### config.mk
export PLATFORM = sky130hd
export DESIGN_NAME = stim_gen
export DESIGN_NICKNAME = d
export VERILOG_FILES = /design/src/rtl/stim_pkg.sv /design/src/rtl/stim_tick.sv /design/src/rtl/stim_gen.sv
export SDC_FILE = /design/constraint.sdc
export NUM_CORES = 1
export LEC_CHECK = 0
export BUFFER_PORTS_ARGS = -buffer_cell sky130_fd_sc_hd__buf_2
export CORE_MARGIN = 5
export CORE_UTILIZATION = 40
export CTS_CLUSTER_SIZE = 40
export DETAILED_ROUTE_END_ITERATION = 10
export SYNTH_ARGS = -nofsm -noshare
export SYNTH_HDL_FRONTEND = slang
export SYNTH_SLANG_ARGS = --single-unit
### constraint.sdc
create_clock -name clk -period 5.2 [get_ports clk]
set_clock_uncertainty 0.1 [all_clocks]
set_input_delay 1.04 -clock clk [delete_from_list [all_inputs] [get_ports clk]]
set_output_delay 1.04 -clock clk [all_outputs]
set_load 0.05 [all_outputs]
### src/rtl/stim_pkg.sv
// Shared types for the stimulus generator: FSM state encoding and pattern-mode codes.
// Pure declarations, no logic; the top and the prescaler import this.
package stim_pkg;

   typedef enum logic [1:0] {
      IDLE = 2'd0,
      RUN  = 2'd1,
      DONE = 2'd2
   } state_t;

   localparam logic [1:0] MODE_BIN  = 2'd0;
   localparam logic [1:0] MODE_GRAY = 2'd1;
   localparam logic [1:0] MODE_WALK = 2'd2;

endpackage

### src/rtl/stim_tick.sv
// Step prescaler: counts 0..div while enabled and flags tick combinationally on the last count.
// No backpressure; clr restarts the count so the first tick lands div+1 clocks after enable.
module stim_tick #(
   parameter int DIV_W = 8
) (
   input  logic             clk,
   input  logic             rst,
   input  logic             clr,
   input  logic             en,
   input  logic [DIV_W-1:0] div,
   output logic             tick
);

   logic [DIV_W-1:0] count_q;

   assign tick = en && (count_q == div);

   always_ff @(posedge clk) begin
      if (rst || clr) begin
         count_q <= '0;
      end else if (en) begin
         count_q <= tick ? '0 : count_q + DIV_W'(1);
      end
   end

endmodule

### src/rtl/stim_gen.sv
// Stimulus generator: binary / Gray / walking-one patterns stepped every div+1 clocks.
// ch and parity are registered from the next step value, so they update on the same edge as step.
module stim_gen
   import stim_pkg::*;
#(
   parameter int N_CH  = 4,
   parameter int DIV_W = 8
) (
   input  logic             clk,
   input  logic             rst,
   input  logic             start,
   input  logic             stop,
   input  logic             one_shot,
   input  logic [1:0]       mode,
   input  logic [DIV_W-1:0] div,
   output logic [N_CH-1:0]  ch,
   output logic             parity,
   output logic             busy,
   output logic             done,
   output logic [N_CH-1:0]  step
);

   localparam logic [N_CH-1:0] WALK_LAST = N_CH'(N_CH - 1);

   state_t            state_q, state_d;
   logic [1:0]        mode_q;
   logic [DIV_W-1:0]  div_q;
   logic              one_shot_q;
   logic [N_CH-1:0]   step_q, step_d;
   logic [N_CH-1:0]   ch_q;
   logic              parity_q;

   logic              load;
   logic              adv;
   logic              tick;
   logic [1:0]        mode_eff;
   logic [N_CH-1:0]   last_step;
   logic [N_CH-1:0]   pat;
   int unsigned       walk_idx;

   stim_tick #(
      .DIV_W (DIV_W)
   ) u_tick (
      .clk  (clk),
      .rst  (rst),
      .clr  (load),
      .en   (state_q == RUN),
      .div  (div_q),
      .tick (tick)
   );

   // Walking-one completes a one-shot run after N_CH steps, the counting modes after 2^N_CH.
   assign last_step = (mode_q == MODE_WALK) ? WALK_LAST : '1;

   always_comb begin
      state_d  = state_q;
      load     = 1'b0;
      adv      = 1'b0;
      step_d   = step_q;
      mode_eff = mode_q;
      case (state_q)
         IDLE: begin
            if (start && !stop) begin
               state_d = RUN;
               load    = 1'b1;
            end
         end
         RUN: begin
            if (stop) begin
               state_d = IDLE;
            end else if (tick) begin
               if (one_shot_q && (step_q == last_step)) begin
                  state_d = DONE;
               end else begin
                  adv = 1'b1;
               end
            end
         end
         DONE:    state_d = IDLE;
         default: state_d = IDLE;
      endcase
      // On a start the fresh mode input selects the first pattern, before it is latched.
      if (load) begin
         step_d   = '0;
         mode_eff = mode;
      end else if (adv) begin
         step_d = step_q + N_CH'(1);
      end
   end

   always_comb begin
      pat      = step_d;
      walk_idx = 32'(step_d) % N_CH;
      case (mode_eff)
         MODE_BIN:  pat = step_d;
         MODE_GRAY: pat = step_d ^ (step_d >> 1);
         MODE_WALK: begin
            for (int i = 0; i < N_CH; i++) begin
               pat[i] = (walk_idx == $unsigned(i));
            end
         end
         default:   pat = step_d;
      endcase
   end

   always_ff @(posedge clk) begin
      if (rst) begin
         state_q    <= IDLE;
         mode_q     <= '0;
         div_q      <= '0;
         one_shot_q <= 1'b0;
         step_q     <= '0;
         ch_q       <= '0;
         parity_q   <= 1'b0;
      end else begin
         state_q <= state_d;
         step_q  <= step_d;
         if (load) begin
            mode_q     <= mode;
            div_q      <= div;
            one_shot_q <= one_shot;
         end
         if (load || adv) begin
            ch_q     <= pat;
            parity_q <= ^pat;
         end
      end
   end

   assign ch     = ch_q;
   assign parity = parity_q;
   assign step   = step_q;
   assign busy   = (state_q == RUN);
   assign done   = (state_q == DONE);

endmodule
* Yosys cells after proc, flatten, opt, wreduce, memory -nomap -nowiden
Index checks and enable logic that the tools add are counted.
Storage, ports and cells: output and inout port bits 11, word-level logic and storage cells 51, register bits after elaboration 30, input port bits 15
Cells by class: multiplexer cells 17, add/sub/neg operators 2, bitwise operators 1, eq/ne operators 13, reduce and logical (&&, ||, !) cells 10
Operator list (count):
- $logic_not 32->1 | 1
- $mux 4 | 3
- $eq 2x2->1 const B | 5
- $mux 2 | 5
- $add 8x1->8 const B | 1
- $eq 8x8->1 | 1
- $mux 8 | 1
- $pmux 4 s2 | 1
- $eq 2x1->1 const B | 3
- $mux 1 | 6
- $ne 3x3->1 const B | 2
- $add 4x1->4 const B | 1
- $eq 4x4->1 | 1
- $pmux 2 s2 | 1
- $reduce_xor 4->1 | 1
- $xor 4x3->4 | 1
- $logic_and 1x1->1 | 3
- $reduce_and 3->1 | 1
- $logic_not 2->1 | 1
- $logic_or 1x1->1 | 2
- $ne 2x2->1 const B | 1
- $logic_not 1->1 | 1

* Logic depth before layout (Yosys ltp)
Gate-level depths: netlist (run 1).
depth after elaboration 13, gate-level depth with buffers 15, gate-level depth less buffers 14

* Modules after synthesis
Synthesis (run 1) repeated with hierarchy kept, for this count alone.
Second synthesis, totals: cells, all modules 209, area total of the unflattened synthesis 1760.4 sq um
Modules (own cells, without submodules):
- stim_gen | seq. area each 440.4 sq um, times used 1, cells an instance 158, area an instance 1300.0 sq um
- stim_tick | seq. area each 160.2 sq um, times used 1, cells an instance 51, area an instance 460.4 sq um

* Worst setup path before layout (run 1)
No wires, ideal clock.
path type in2reg, start point input port stop, end point register parity_q (netlist: parity), library setup time 0.086 ns, setup slack 0.997 ns, buffers on the path 1, data required time 5.014 ns, stages on the path 15, data arrival time 4.017 ns, cells stage by stage nand2b_1 -> nor3_1 -> mux2i_1 -> inv_1 -> ha_1 -> clkbuf_1 -> nor2_1 -> mux2_2 -> nand3_1 -> mux2i_1 -> a221oi_2 -> xor2_1 -> xnor2_1 -> xnor2_1 -> a211oi_1
Between the ends: cells in the longest elaborated chain, start to end 8, elaborated cells between the ends (all ways) 19, those cells by class eq/ne: 5; mux: 8; bitwise: 1; reduce/logical: 5
Ends and longest elaborated chain:
- start, declared | line stim_gen.sv:12 | input logic stop,
- $logic_not 1->1 * | line stim_gen.sv:63 | if (start && !stop) begin
- $logic_and 1x1->1 * | line stim_gen.sv:63
- $mux 1 * | line stim_gen.sv:63
- $mux 1 * | line stim_gen.sv:61 | case (state_q)
- $mux 2 * | line stim_gen.sv:83 | if (load) begin
- via mode_eff[1] | line stim_gen.sv:36 | logic [1:0] mode_eff;
- $eq 2x2->1 / $eq 2x1->1 (equally long branches) | line stim_gen.sv:94 | case (mode_eff)
- $pmux 4 s2 * | line stim_gen.sv:94
- $reduce_xor 4->1 * | line stim_gen.sv:125 | parity_q <= ^pat;
- end signal, assigned | line stim_gen.sv:125
- end, declared | line stim_gen.sv:31 | logic parity_q;
The timed path passes the listed nets; every way through them passes the cells marked *. A chain may end at the register's enable or synchronous reset.

* Worst setup path after layout (run 1)
Ends and elaborated chain as after synthesis.

==> results of run 1 <==
## final timing paths
kind | endpoint | slack, ns | from | cells after the start
min | ch[0] | 0.35 | ch[0] | 2
max | parity | 1.38 | stop | 15
max reg2reg | parity | 1.66 | step[0] | 13
min reg2reg | ch[0] | 0.35 | ch[0] | 2
## sequential cells by signal, summed over array words and instances, names as in the netlist
signal,count
ch,4
state_q,2
u_tick.count_q,8
step,4
one_shot_q,1
parity,1
mode_q,2
div_q,8
## per-stage QoR
stage                     cells   util  hold slack [ns]  power [W]  cell area, um^2
final                       277  0.480            0.350   0.000502             1930
after global routing        277  0.480            0.395   0.000530             1930
after CTS                   277  0.480            0.359   0.000509             1930
after detailed placement    270  0.461            0.347   0.000332             1860
after global placement      270  0.461            0.341   0.000332             1860
after floorplan             200      -            0.332   0.000310             1670
## power breakdown
group,total [W],leakage [nW],internal (W),switching [W]
registers,0.000243,0.244,0.000237,0.00000596
clock network,0.000175,0.0438,0.0000896,0.0000855
logic,0.0000836,0.467,0.0000310,0.0000526
total,0.000502,0.755,0.000358,0.000144
## cell usage after synthesis, types with 3 or more instances
cell type   n  area (um^2)
a211oi_1    4         30.0
a21oi_1    12         60.1
clkbuf_1    7         26.3
dfxtp_1    30          601
ha_1        6         75.1
inv_1       5         18.8
mux2i_1     5         50.1
nand2_1    37          139
nand2b_1    3         18.8
nand3_1     5         25.0
nand4_1     5         31.3
nor2_1     21         78.8
nor2b_1     3         18.8
nor3_1      5         25.0
xnor2_1    13          114
xor2_1      7         61.3
## logic make-up after synthesis
| group | synth area share |
|---|---|
| AND/OR/NAND/NOR | 0.280 |
| adder cells (fa/ha/maj) | 0.0449 |
| AO/OA/AOI/OAI | 0.132 |
| XOR/XNOR | 0.105 |
| multiplexers | 0.0434 |
| buffers and inverters | 0.0352 |
| flip-flops | 0.359 |
## metal layers
metal,wire [um],up-vias,track usage
li1,-,738,-
met1,1870,633,0.214
met2,1650,20,0.228
met3,149,4,0.0521
met4,27,0,0.0356
met5,0,-,0
## cell type report
type,instances,share of cell area
timing repair buffer,28,0.0763
clock inverter,2,0.00517
sequential,30,0.310
clock buffer,5,0.0356
multi-input combinational,156,0.526
tap,50,0.0323
inverter,6,0.0142
## worst reg2reg max path: cells and delay by family (launching register included)
kind                     cells  cell delay, ns
AO/OA/AOI/OAI                4            1.01
buffers and inverters        2            0.27
AND/OR/NAND/NOR              1            0.22
adder cells (fa/ha/maj)      2            0.59
multiplexers                 1            0.40
XOR/XNOR                     3            0.46
flip-flops                   1            0.40
==> impl_metrics.tcl, run 1 <==
set metrics [dict create \
    cp.arrival_ns 3.91 \
    grt_pass1_vias 1400 \
    clkSinkCount 30 \
    ys_warn_count 0 \
    critPathKind "input port to register" \
    synthArstFlopShare 0 \
    dp_hpwl_um 2730 \
    grt_max_degree 24 \
    syn_to_final_growth_pct 15.7 \
    core_um2 4030 \
    finalSetupTns_ns 0 \
    path_cells "buf_2 -> nand2b_1 -> nor3_2 -> mux2i_1 -> inv_1 -> ha_1 -> nor2_1 -> mux2_2 -> nand3_1 -> mux2i_1 -> a221oi_2 -> xor2_1 -> xnor2_1 -> xnor2_1 -> a211oi_1" \
    timing.fmax_mhz 262 \
    die_y_um 74.6 \
    p_leak_nw 0.755 \
    ff_latch_area_um2 601 \
    mostFrequentLayoutCells "nand2_1 (37), dfxtp_1 (30), buf_2 (25), nor2_1 (21), xnor2_1 (13)" \
    cts_setup_buffers 0 \
    fin_ws_ns 1.38 \
    avgSynthCellArea_um2 8.36 \
    synth_fp_nets 221 \
    place.gp.congestion 0.768 \
    synth_seq_cells 30 \
    drv_slew 0 \
    wl_um 3700 \
    yosysSeqAreaShare 0.359 \
    diodes 0 \
    synth_edf_count 0 \
    viasPerCell 5.04 \
    start_util 0.415 \
    clock_tree.buffer_depth 2 \
    rsz0062_at_grt "false" \
    io_pins 26 \
    grt_pass1_wl_um 6530 \
    antenna_found_initial 0 \
    yosysUniqueCellTypes 39 \
    via_count 1395 \
    netlist_area_um2 1670 \
    startpoint_type "input port" \
    fin_nets 248 \
    fp.dieW_um 74.6 \
    layout_min_cycle_time_ns 3.82 \
    die-area_um2 5570 \
    drive_above_1_share 0.207 \
    hold_path_class "register to register" \
    final_common_cell "nand2_1" \
    maxCapViolCount 0 \
    power_density_nw_per_um2 259 \
    dr.pass1.iters 5 \
    cts_hold_buf 0 \
    peakVddDrop_mv 0.162 \
    required_ns 5.29 \
    cts_buffers 5 \
    syn-instance-count 200 \
    wire_per_inst_um 13.3 \
    status "finished clean" \
    port-buffer-count 25 \
    path_buf_inv 2 \
    row_count 23 \
    drt_iter0_drc 63 \
    finalSetupViolCount 0 \
    n_fill_cell 425 \
    multiInputGateArea_um2 1020 \
    path_delay_family "multiplexers" \
    h-tree-depth 2 \
    cts_tree "done" \
    track_usage 0.153 \
    post-place-ws_ns 1.09 \
    antenna_left 0 \
    cts_resized 0 \
    overflow 0 \
    crit_fanout 9 \
    clk_pin_slew_worst_paths_ns 0.07 \
    insertion_delay_ns 0.27 \
    drc 0 \
    cpPeakStageDelay_ns 0.45 \
    relSlewSlack 0.666 \
    fin_crit_sh 0.734 \
    cp-end-kind "register" \
    hold_violations 0 \
    clockRootBuffer "clkbuf_8" \
    tightest_slew_ns 0.488 \
    crit_slowest_cell "ha_1" \
    synth_ff_type "dfxtp_1" \
]
(Power assumes the default switching activity.)
==> inputs of run 2 (changes only) <==
- ABC_AREA: unset -> 1
- clock period: 5.2 -> 3.3 ns (I/O delays scaled with it)
==> impl_metrics.tcl, run 2 <==
set metrics [dict create \
    power_w 0.000892 \
    cp.arrival_ns 2.76 \
    syn-instance-count 282 \
    netlist_top_cells_area "dfxtp_1 (32%), nand2_1 (14%), inv_1 (7.9%), nor2_1 (6.1%), a21oi_1 (4.9%)" \
    hold_path_class "register to register" \
    p_leak_nw 1.04 \
    antenna_left 0 \
    synth_edf_count 0 \
    cpPeakStageDelay_ns 0.38 \
    track_usage 0.143 \
    peakVddDrop_mv 0.256 \
    synthArstFlopShare 0 \
    cts_resized 0 \
    path_cells "ha_1 -> nand2_1 -> inv_1 -> nand2_1 -> nor2_1 -> nor2_4 -> nand2_2 -> nand2_2 -> nand3_4 -> inv_2 -> ha_1 -> inv_1 -> a21oi_1 -> nand2_1 -> o21ai_1 -> nand3_1 -> nand2_1 -> nand3_1 -> nand3_1 -> nand2_1 -> inv_1" \
    fin_nets 332 \
    final_area_um2 2130 \
    synth_seq_cells 30 \
    dp_hpwl_um 3060 \
    relSlewSlack 0.661 \
    required_ns 3.44 \
    rsz0062_at_grt "false" \
    drive_above_1_share 0.215 \
    syn_to_final_growth_pct 15.0 \
    synth_top_cell_by_area "dfxtp_1" \
    dr.pass1.iters 4 \
    yosysUniqueCellTypes 29 \
    crit_top_cell "nand2_1" \
    core_um2 4410 \
    cts_setup_buffers 0 \
    cts_buffers 5 \
    viasPerCell 4.79 \
    status "finished clean" \
    insertion_delay_ns 0.29 \
    row_count 24 \
    cts_tree "done" \
    port-buffer-count 25 \
    power_density_nw_per_um2 419 \
    cts_hold_buf 0 \
    synth_fp_nets 303 \
    h-tree-depth 2 \
    grt_pass1_vias 1650 \
    io_pins 26 \
    crit_fanout 6 \
    synth.most_common_cell "nand2_1" \
    synth_ff_type "dfxtp_1" \
    tightest_slew_ns 0.504 \
    drv_slew 0 \
    ys_warn_count 0 \
    startpoint_type "register" \
    start_util 0.420 \
    grt_pass1_wl_um 7070 \
    hold_violations 0 \
    clock_tree.buffer_depth 2 \
    fp.dieW_um 78.0 \
    fin_crit_sh 0.794 \
    clockRootBuffer "clkbuf_8" \
    maxCapViolCount 0 \
    mostFrequentLayoutCells "nand2_1 (70), inv_1 (39), nor2_1 (30), dfxtp_1 (30), buf_2 (25)" \
    timing.fmax_mhz 382 \
    die_y_um 78.0 \
    avgSynthCellArea_um2 6.57 \
    grt_max_degree 24 \
    final_common_cell "nand2_1" \
    netlist_area_um2 1850 \
    die-area_um2 6090 \
    overflow 0 \
    synth_common_cells "nand2_1 (70), inv_1 (39), dfxtp_1 (30), nor2_1 (30), a21oi_1 (18)" \
    diodes 0 \
    wl_um 3980 \
    finalSetupTns_ns 0 \
    antenna_found_initial 0 \
    yosysTopAreaCellShare 0.324 \
    yosysSeqAreaShare 0.324 \
    layout_min_cycle_time_ns 2.62 \
    post-place-ws_ns 0.471 \
    via_count 1745 \
    finalSetupViolCount 0 \
    fin_ws_ns 0.680 \
    critPathKind "register to register" \
    holdWs_ns 0.374 \
    drc 0 \
    cp-end-kind "register" \
    dpl_cell_area_um2 2030 \
    reg2reg_slack_ns 0.68 \
    clk_pin_slew_worst_paths_ns 0.07 \
    clkSinkCount 30 \
    drt_iter0_drc 88 \
    place.gp.congestion 0.799 \
    crit_slowest_cell "dfxtp_1" \
    wire_per_inst_um 10.9 \
    top_regs "div_q (8), u_tick.count_q (8)" \
]
-- run 2: cell count changes after synthesis, moves of 5 or more --
cell / before / now
inv_1: 5 / 39
inv_2: 0 / 9
xnor2_1: 13 / 2
nand2_2: 0 / 9
nor2_1: 21 / 30
nand3_1: 5 / 13
a21oi_1: 12 / 18
o21ai_0: 2 / 16
mux2i_1: 5 / 0
nand3_2: 0 / 5
nand2_1: 37 / 70
-- run 2: cells by family (layout without fill, tap and decap cells) --
family          Yosys count  after routing  synth area share
simple gates            146            146             0.384
compound gates           42             42             0.120
flops                    30             30             0.324
fa+ha+maj                 6              6            0.0405
xor+xnor                  5              5            0.0237
buf+inv                  53             83             0.107
-- run 2: critical path, delay by kind of cell (launching register included) --
family	cells	cell delay [ns]
and+or+nand+nor	13	1.11
adders and majority gates	2	0.46
DFF	1	0.38
AOI/OAI and AO/OA	2	0.33
buffers and inverters	4	0.18
-- run 2: where the power goes --
part | leakage (nW) | switching, W | total (W) | internal [W]
sequential | 0.245 | 0.0000101 | 0.000389 | 0.000378
clock | 0.0472 | 0.000149 | 0.000316 | 0.000167
combinational | 0.747 | 0.000126 | 0.000187 | 0.0000605
-- run 2: worst paths after layout --
path,from,to,depth (start not counted)
max,step[0],parity,21
min,div_q[2],div_q[2],2
max reg2reg,step[0],parity,21
min reg2reg,div_q[2],div_q[2],2
-- run 2: cell type report --
class,instances,area (um^2)
Inverter,49,184
Clock inverter,2,12.5
Tap cell,52,65.1
Fill cell,458,2280
Clock buffer,6,82.6
Sequential cell,30,601
Timing Repair Buffer,26,133
Multi-Input combinational cell,199,1050
-- run 2: stage by stage --
step | cells | util
global placement | 356 | 0.461
finish | 364 | 0.482
CTS | 364 | 0.482
detailed placement | 356 | 0.461
floorplan | 282 | -
global route | 364 | 0.482
-- run 2: metal layers --
metal / part of all wire / up-vias / global-route usage
met5: 0 / - / 0
met4: 0.014 / 0 / 0.0490
met3: 0.037 / 5 / 0.0503
met2: 0.47 / 21 / 0.240
met1: 0.48 / 772 / 0.169
li1: - / 947 / -
==> inputs of run 3 (changes only) <==
- ABC_AREA: 1 -> 0
- clock period: 3.3 -> 2.1 ns (I/O delays scaled with it)
==> impl_metrics.tcl, run 3 (synthesis results as in run 1) <==
set metrics [dict create \
    dp_hpwl_um 3170 \
    top_regs "div_q (8), u_tick.count_q (8)" \
    row_count 23 \
    hold_violations 0 \
    fin_ws_ns -1.02 \
    antenna_found_initial 0 \
    cpPeakStageDelay_ns 0.50 \
    power_density_nw_per_um2 540 \
    via_count 1647 \
    port-buffer-count 25 \
    dr.pass1.iters 4 \
    rsz0062_at_grt "true" \
    maxCapViolCount 0 \
    layout_min_cycle_time_ns 3.12 \
    hold_path_class "input port to register" \
    crit_fanout 3 \
    insertion_delay_ns 0.28 \
    holdWs_ns 0.271 \
    wl_um 4530 \
    p_int_w 0.000999 \
    die_y_um 74.6 \
    clkSinkCount 30 \
    violations "setup timing" \
    p_seq_frac 0.425 \
    final_util 0.647 \
    clock_tree.buffer_depth 2 \
    grt_max_degree 24 \
    status "finished, violations left" \
    switching_share 0.290 \
    combPwrFrac 0.228 \
    start_util 0.415 \
    tightest_slew_ns 0.475 \
    fin_nets 300 \
    mostFrequentLayoutCells "buf_4 (49), nand2_1 (36), buf_2 (25), nor2_1 (19), dfxtp_1 (17)" \
    p_switching_w 0.000409 \
    startpoint_type "register" \
    required_ns 2.19 \
    drt_iter0_drc 76 \
    timing.fmax_mhz 321 \
    path_cells "xnor2_2 -> nand4_1 -> a2111oi_4 -> mux2_4 -> ha_4 -> inv_2 -> a221oi_4 -> a32oi_2 -> xor2_1 -> xnor2_1 -> xnor2_1 -> a211oi_1" \
    clockRootBuffer "clkbuf_8" \
    p_clk_frac 0.347 \
    p_leak_nw 1.07 \
    cp-end-kind "register" \
    peakVddDrop_mv 0.347 \
    drc 0 \
    relSlewSlack 0.684 \
    crit_slowest_cell "a2111oi_4" \
    path_buf_inv 1 \
    fin_crit_sh 1.48 \
    die-area_um2 5570 \
    fp.dieW_um 74.6 \
    drv_slew 0 \
    crit_top_cell "xnor2_1" \
    viasPerCell 4.99 \
    final_common_cell "buf_4" \
    overflow 0 \
    cts_tree "done" \
    antenna_left 0 \
    wire_per_inst_um 13.7 \
    diodes 0 \
    io_pins 26 \
    cts_hold_buf 0 \
    h-tree-depth 2 \
    post-place-ws_ns -1.09 \
    track_usage 0.169 \
    grt_pass1_vias 1559 \
    drive_above_1_share 0.507 \
    cp.arrival_ns 3.21 \
    clk_pin_slew_worst_paths_ns 0.07 \
    core_um2 4030 \
    finalSetupViolCount 5 \
    critPathKind "register to register" \
    cts_buffers 5 \
    place.gp.congestion 0.816 \
    grt_pass1_wl_um 7240 \
    syn_to_final_growth_pct 55.8 \
    path_delay_family "compound AO/OA/AOI/OAI gates" \
]
-- run 3: final timing paths --
kind | from | to | slack (ns) | cells past startpoint
setup reg to reg | div_q[7] | parity | -1.02 | 12
hold reg to reg | ch[3] | ch[3] | 0.35 | 2
hold / removal | div[0] | div_q[0] | 0.27 | 3
setup / recovery | div_q[7] | parity | -1.02 | 12
-- run 3: final cells by class --
type / count / area (um^2)
clock inverter: 2 / 11.3
clock buffer: 6 / 82.6
inverter: 6 / 27.5
timing repair buffer: 80 / 561
sequential: 30 / 624
tap: 50 / 62.6
fill: 346 / 1420
multi-input combinational: 156 / 1240
-- run 3: tightest hold or removal path: stages --
cell	delay, ns
buf_2	0.09
nand2_1	0.04
a21oi_1	0.05
-- run 3: metal layers --
layer | up-vias | track usage | share of wire
met5 | - | 0 | 0
met4 | 0 | 0.0395 | 0.012
met3 | 6 | 0.0441 | 0.034
met2 | 26 | 0.284 | 0.49
met1 | 776 | 0.218 | 0.47
li1 | 839 | - | -
-- run 3: timing repair --
action                     4_1_cts  5_1_grt
pin swaps                        7       10
buffers inserted                 5        6
setup endpoints to repair        7        7
gates resized for setup         17       22
hold endpoints to repair         0        0
-- run 3: power groups by stage --
| stage | clock network (W) | registers (W) | logic, W |
|---|---|---|---|
| floorplan | 0 | 0.000632 | 0.000150 |
| global placement | 0 | 0.000609 | 0.000264 |
| detailed placement | 0 | 0.000609 | 0.000265 |
| CTS | 0.000498 | 0.000597 | 0.000287 |
| global route | 0.000526 | 0.000600 | 0.000348 |
| finish | 0.000488 | 0.000598 | 0.000321 |
-- run 3: stage by stage --
step	power, W	cell area, um^2	instances	setup TNS [ns]
global route	0.00147	2610	330	-4.15
global placement	0.000872	2250	312	-3.71
floorplan	0.000783	1780	200	-2.86
finish	0.00141	2610	330	-3.40
CTS	0.00138	2450	324	-3.14
detailed placement	0.000874	2250	312	-3.96
